--- src/rtl/float_accum_sequencer.sv ---
// Sequences a streaming float accumulator through a batch of back-to-back
// reductions: latch job config, pulse run, wait out the start delay, stream
// N elements per reduction for M reductions, drain, and flag each result.
module float_accum_sequencer #(
  parameter int DATA_W   = 32,
  parameter int STRIDE_W = 16,
  parameter int DELAY_W  = 7,
  parameter int CNT_W    = 16,
  parameter int LATENCY  = 4
) (
  input  logic                clk,
  input  logic                rst,
  input  logic                start,
  input  logic [STRIDE_W-1:0] cfg_lenMinusOne,
  input  logic [CNT_W-1:0]    cfg_numReductions,
  input  logic [DELAY_W-1:0]  cfg_delay,
  output logic                busy,
  output logic                done,
  output logic                error,
  input  logic                in_valid,
  input  logic [DATA_W-1:0]   in_data,
  output logic                in_ready,
  output logic                acc_run,
  output logic                acc_running,
  output logic [STRIDE_W-1:0] acc_strideMinusOne,
  output logic [DELAY_W-1:0]  acc_delay0,
  output logic [DATA_W-1:0]   acc_in0,
  input  logic [31:0]         acc_out0,
  output logic                out_valid,
  output logic [31:0]         out_data
);

  localparam int DRN_W = (LATENCY > 1) ? $clog2(LATENCY) : 1;

  typedef enum logic [2:0] {IDLE, ARM, WAIT, STREAM, DRAIN} state_t;

  state_t              state_q, state_d;
  logic [STRIDE_W-1:0] len_q;
  logic [CNT_W-1:0]    num_q;
  logic [DELAY_W-1:0]  dly_q;
  logic [STRIDE_W-1:0] elem_q;
  logic [CNT_W-1:0]    red_q;
  logic [DELAY_W-1:0]  wait_q;
  logic [DRN_W-1:0]    drain_q;
  logic [LATENCY-1:0]  vsr_q;
  logic                err_q;
  logic                zdone_q;

  logic accept, underflow, last_elem, last_red, wait_last, drain_last, push;

  assign accept     = (state_q == STREAM) && in_valid;
  assign underflow  = (state_q == STREAM) && !in_valid;
  assign last_elem  = (elem_q == len_q);
  assign last_red   = (red_q == num_q - CNT_W'(1));
  assign wait_last  = (wait_q == dly_q - DELAY_W'(1));
  assign drain_last = (drain_q == DRN_W'(LATENCY - 1));
  assign push       = accept && last_elem;

  assign out_valid          = vsr_q[LATENCY-1];
  assign out_data           = out_valid ? acc_out0 : '0;
  assign acc_strideMinusOne = len_q;
  assign acc_delay0         = dly_q;
  assign error              = err_q;

  // State register
  always_ff @(posedge clk) begin
    if (rst) state_q <= IDLE;
    else     state_q <= state_d;
  end

  // Next-state logic
  always_comb begin
    state_d = state_q;
    unique case (state_q)
      IDLE:   if (start && (cfg_numReductions != '0)) state_d = ARM;
      ARM:    state_d = (dly_q == '0) ? STREAM : WAIT;
      WAIT:   if (wait_last) state_d = STREAM;
      STREAM: begin
        if (underflow)                          state_d = IDLE;
        else if (push && last_red)              state_d = DRAIN;
      end
      DRAIN:  if (drain_last) state_d = IDLE;
      default: state_d = IDLE;
    endcase
  end

  // Outputs decoded from state; stream handshake follows in_valid directly
  always_comb begin
    busy        = (state_q != IDLE);
    acc_run     = 1'b0;
    acc_running = 1'b0;
    in_ready    = 1'b0;
    acc_in0     = '0;
    done        = zdone_q;
    unique case (state_q)
      ARM:    acc_run = 1'b1;
      WAIT:   acc_running = 1'b1;
      STREAM: begin
        in_ready    = in_valid;
        acc_running = in_valid;
        acc_in0     = in_valid ? in_data : '0;
        if (!in_valid) done = 1'b1;
      end
      DRAIN: begin
        acc_running = 1'b1;
        if (drain_last) done = 1'b1;
      end
      default: ;
    endcase
  end

  // Config latch, counters, error flag and result-valid pipeline
  always_ff @(posedge clk) begin
    if (rst) begin
      len_q   <= '0;
      num_q   <= '0;
      dly_q   <= '0;
      elem_q  <= '0;
      red_q   <= '0;
      wait_q  <= '0;
      drain_q <= '0;
      vsr_q   <= '0;
      err_q   <= 1'b0;
      zdone_q <= 1'b0;
    end else begin
      zdone_q <= (state_q == IDLE) && start && (cfg_numReductions == '0);

      if ((state_q == IDLE) && start) begin
        len_q <= cfg_lenMinusOne;
        num_q <= cfg_numReductions;
        dly_q <= cfg_delay;
        err_q <= 1'b0;
      end else if (underflow) begin
        err_q <= 1'b1;
      end

      wait_q  <= (state_q == WAIT)  ? wait_q + DELAY_W'(1) : '0;
      drain_q <= (state_q == DRAIN) ? drain_q + DRN_W'(1)  : '0;

      if (state_q == ARM) begin
        elem_q <= '0;
        red_q  <= '0;
      end else if (accept) begin
        if (last_elem) begin
          elem_q <= '0;
          red_q  <= red_q + CNT_W'(1);
        end else begin
          elem_q <= elem_q + STRIDE_W'(1);
        end
      end

      // Results still in flight when a job aborts are discarded
      if (underflow)        vsr_q <= '0;
      else if (acc_running) vsr_q <= (vsr_q << 1) | LATENCY'(push);
    end
  end

endmodule

--- config.mk ---
export PLATFORM = sky130hd
export DESIGN_NAME = float_accum_sequencer
export DESIGN_NICKNAME = d
export VERILOG_FILES = /design/src/rtl/float_accum_sequencer.sv
export SDC_FILE = /design/constraint.sdc
export NUM_CORES = 1
export LEC_CHECK = 0
export CORE_MARGIN = 2
export CORE_UTILIZATION = 45
export CTS_CLUSTER_DIAMETER = 100
export DETAILED_ROUTE_END_ITERATION = 6
export GPL_TIMING_DRIVEN = 0
export PLACE_DENSITY = 0.83
export SYNTH_ARGS = -nofsm -noshare
export SYNTH_HDL_FRONTEND = slang
export SYNTH_SLANG_ARGS = --single-unit
--- constraint.sdc ---
create_clock -name clk -period 3.8 [get_ports clk]
set_clock_uncertainty 0.05 [all_clocks]
set_input_delay 0.76 -clock clk [delete_from_list [all_inputs] [get_ports clk]]
set_output_delay 0.76 -clock clk [all_outputs]
set_load 0.01 [all_outputs]
# After elaboration in Yosys (flattened, before gate mapping)
# Index checks and enable logic that the tools add are counted.
# classes
add_sub_neg	6
n_eq_ne	12
n_mux	17
bitwise	3
reduce_logical	21
# ops
cell	n
2-to-1 mux 32 bit	3
adder 16 x 1 -> 16 bit, second input constant	2
equality test 16 bit	2
zero test 16 bit	1
2-to-1 mux 16 bit	1
nonzero test 16 bit	1
subtractor 16 x 1 -> 16 bit, second input constant	1
2-to-1 mux 3 bit	5
case mux 3 bit (5 select lines)	1
OR reduction 2 bit	6
adder 7 x 1 -> 7 bit, second input constant	1
equality test 7 bit	1
logical AND 1 bit	7
zero test 7 bit	1
subtractor 7 x 1 -> 7 bit, second input constant	1
equality test 3 x 2 -> 1 bit, second input constant	2
inequality test 2 bit, second input constant	3
2-to-1 mux 1 bit	5
OR 4 x 1 -> 4 bit	1
case mux 1 bit (2 select lines)	2
AND reduction 4 bit	1
equality test 3 x 1 -> 1 bit, second input constant	1
equality test 3 bit, second input constant	1
zero test 3 bit	1
other kinds (7)	8
# totals
reg_bits	89
inputBits	107
out_inout_bits	94
word_cells	70

# Longest topological paths before layout
# depth
depth_word	7
ltp_mapped	10
mapped_depth_nobuf	9

# Worst setup path before layout
# Ideal clock, no wire load.
# synth_timing
kind	input to output
startpoint	input in_valid
endpoint	output acc_in0[22]
t_arrival_ps	1755
t_required_ps	2990
slack_ps	1235
stages	5
n_path_buf	2
path_cell_list	nand4b_1 > inv_2 > clkbuf_1 > clkbuf_1 > and2_1
# synth_between
elab_chain_len	2
# synth_rtl
element	line_no	rtl
from (decl)	20	input logic in_valid,
2-to-1 mux 32 bit	101	acc_in0 = in_valid ? in_data : '0;
2-to-1 mux 32 bit	95	unique case (state_q)
to (decl)	27	output logic [DATA_W-1:0] acc_in0,
# Every way passes these cells.

# Final worst setup path
# Same ends and word-level chain as after synthesis.

==> results.sh <==
export IMPL_final_antenna_net_count=0
export IMPL_synth_distinct_cells=50
export IMPL_hp_class="reg2reg"
export IMPL_finalHoldViolations=0
export IMPL_first_global_vias=4849
export IMPL_drcViolationCount=0
export IMPL_first_pass_iters=4
export IMPL_drt_iter0_markers=294
export IMPL_clkSinkCount=89
export IMPL_cts_hold_buf=0
export IMPL_layout_common_cells="clkdlybuf4s50_1 (200), nand2_1 (110), dfxtp_1 (89), and2_1 (66), nor2_1 (54)"
export IMPL_antenna_found_initial=0
export IMPL_avgSynthCellArea_um2=7.709
export IMPL_grt_pass1_wl_um=23110
export IMPL_slew_violations=0
export IMPL_drive_above_1_share_pct=4.094
export IMPL_maxCapViolations=0
export IMPL_finalWirelength_um=14550
export IMPL_cp_end_kind="output port"
export IMPL_die_h_um=108.6
export IMPL_synth_warnings=0
export IMPL_wire_per_inst_um=14.63
export IMPL_die_area_mm2=0.01180
export IMPL_vias=5131
export IMPL_cts_tree="done"
export IMPL_synth_cells=639
export IMPL_relSlewSlack_pct=47.92
export IMPL_p_leak_nw=2.754
export IMPL_clock_root_buffer="clkbuf_8"
export IMPL_ys_seq_elements=89
export IMPL_cp_arrival_ps=2830
export IMPL_pin_count=201
export IMPL_cp_max_fo=10
export IMPL_synth_nets=753
export IMPL_dieWidth_um=108.6
export IMPL_synth_area_mm2=0.004926
export IMPL_ys_flop_type="dfxtp_1"
export IMPL_fin_crit_sh_pct=95.79
export IMPL_diodes=0
export IMPL_nets=964
export IMPL_gp_congestion=0.9011
export IMPL_holdWs_ps=401.7
export IMPL_start_util_pct=45.84
export IMPL_final_min_clock_period_ps=3640
export IMPL_dp_cells=979
export IMPL_io_buffers=200
export IMPL_fin_cells=995
export IMPL_tns_ps=0
export IMPL_cts_buffer_depth=2
export IMPL_setup_viol=0
export IMPL_grt_overflow=0
export IMPL_grt_start_max_net_pins=17
export IMPL_p_total_mw=3.168
export IMPL_vdd_drop_max_mv=0.2596
export IMPL_critPathLaunchType="input port"
export IMPL_fmax_mhz=274.7
export IMPL_p_per_area_mw_per_mm2=430.6
export IMPL_tightest_slew_ps=770.4
export IMPL_place_hpwl_um=11600
export IMPL_synth_edf_count=0
export IMPL_yosysSeqAreaShare_pct=36.17
export IMPL_rows=38
export IMPL_async_flop_share_pct=0
export IMPL_layout_commonest_cell="clkdlybuf4s50_1"
export IMPL_area_growth_pct=49.33
export IMPL_core_area_mm2=0.01075
export IMPL_path_class="in2out"
export IMPL_htree_levels=3
export IMPL_grt_usage_pct=24.91
export IMPL_viasPerCell=5.157
export IMPL_numCtsBuffers=9
export IMPL_cp_required_ps=2990
export IMPL_grt_setup_unrepaired="no"
export IMPL_clkTransAtPathRegs_ps=100
export IMPL_outcome="complete, no violations"
export IMPL_clk_latency_ps=370
routing by layer:
layer	wire length [um]	vias to the layer above	part of all wire, %	track usage (%)
met5	0	-	0	0
li1	-	2544	-	-
met1	5724	2353	39	28.13
met2	7251	204	50	44.29
met4	347	0	2.4	9.799
met3	1230	30	8.5	6.993
path summary, 6_finish.rpt:
kind               from           to  slack, ps  depth (start not counted)
max            in_valid  acc_in0[22]        160                          6
min          drain_q[0]   drain_q[0]        400                          1
max reg2reg  state_q[1]    elem_q[5]       1060                         10
min reg2reg  drain_q[0]   drain_q[0]        400                          1
synth_stat cells (7+ instances only):
| library cell | number | area, um^2 |
|---|---|---|
| nand2_1 | 110 | 412.9 |
| dfxtp_1 | 89 | 1782 |
| and2_1 | 66 | 412.9 |
| nor2_1 | 54 | 202.7 |
| a21oi_1 | 49 | 245.2 |
| xor2_1 | 41 | 359.1 |
| xnor2_1 | 40 | 350.3 |
| clkbuf_1 | 34 | 127.6 |
| nand3_1 | 23 | 115.1 |
| nor3_1 | 21 | 105.1 |
| nor4_1 | 17 | 106.4 |
| inv_1 | 11 | 41.29 |
| nand4_1 | 8 | 50.05 |
| and3_1 | 7 | 43.79 |
| ha_1 | 7 | 87.58 |
cell type report:
type,instances,area [um^2]
tap,140,175.2
clock inverter,7,123.9
fill,865,3390
inverter,12,45.04
sequential,89,1782
clock buffer,9,123.9
multi-input combinational,500,2952
buffer,37,145.1
timing repair buffer,201,2009
repair_timing:
item,in CTS,in global routing
gates resized for setup,0,2
hold endpoints to repair,0,0
endpoints found under the setup margin,30,27
setup buffers,0,1
stage by stage:
stage	utilization [%]	cell area, um^2	setup slack (ps)
6_report	68.46	7356	160.0
2_1_floorplan	-	4926	1235
5_1_grt	68.46	7356	52.32
3_3_place_gp	66.10	7103	-95.57
3_5_place_dp	66.10	7103	-137.6
4_1_cts	68.37	7347	74.30
power breakdown:
group / switching [mW] / internal [mW]
clock: 0.357 / 0.445
sequential: 0.101 / 1.03
combinational: 0.645 / 0.594
total: 1.10 / 2.06
critical path: stages:
cell	delay, ps
clkdlybuf4s50_1	520
nand4b_1	310
inv_2	220
clkbuf_1	280
and2_1	190
clkdlybuf4s50_1	550
flip-flops by register name, indices dropped and copies added, names as in the netlist:
name / flops
acc_delay0: 7
acc_strideMinusOne: 16
drain_q: 2
elem_q: 16
error: 1
num_q: 16
red_q: 16
state_q: 3
vsr_q: 4
wait_q: 7
zdone_q: 1
cell families (layout without fill, tap and decap cells):
group | count (synthesis) | in the layout | share of synthesized area (%)
xor+xnor | 81 | 81 | 14.40
compound gates | 75 | 75 | 8.890
mux | 1 | 1 | 0.2286
flops | 89 | 89 | 36.17
simple gates | 336 | 336 | 34.62
buf+inv | 50 | 266 | 3.912
fa+ha+maj | 7 | 7 | 1.778
(Power assumes the default switching activity.)
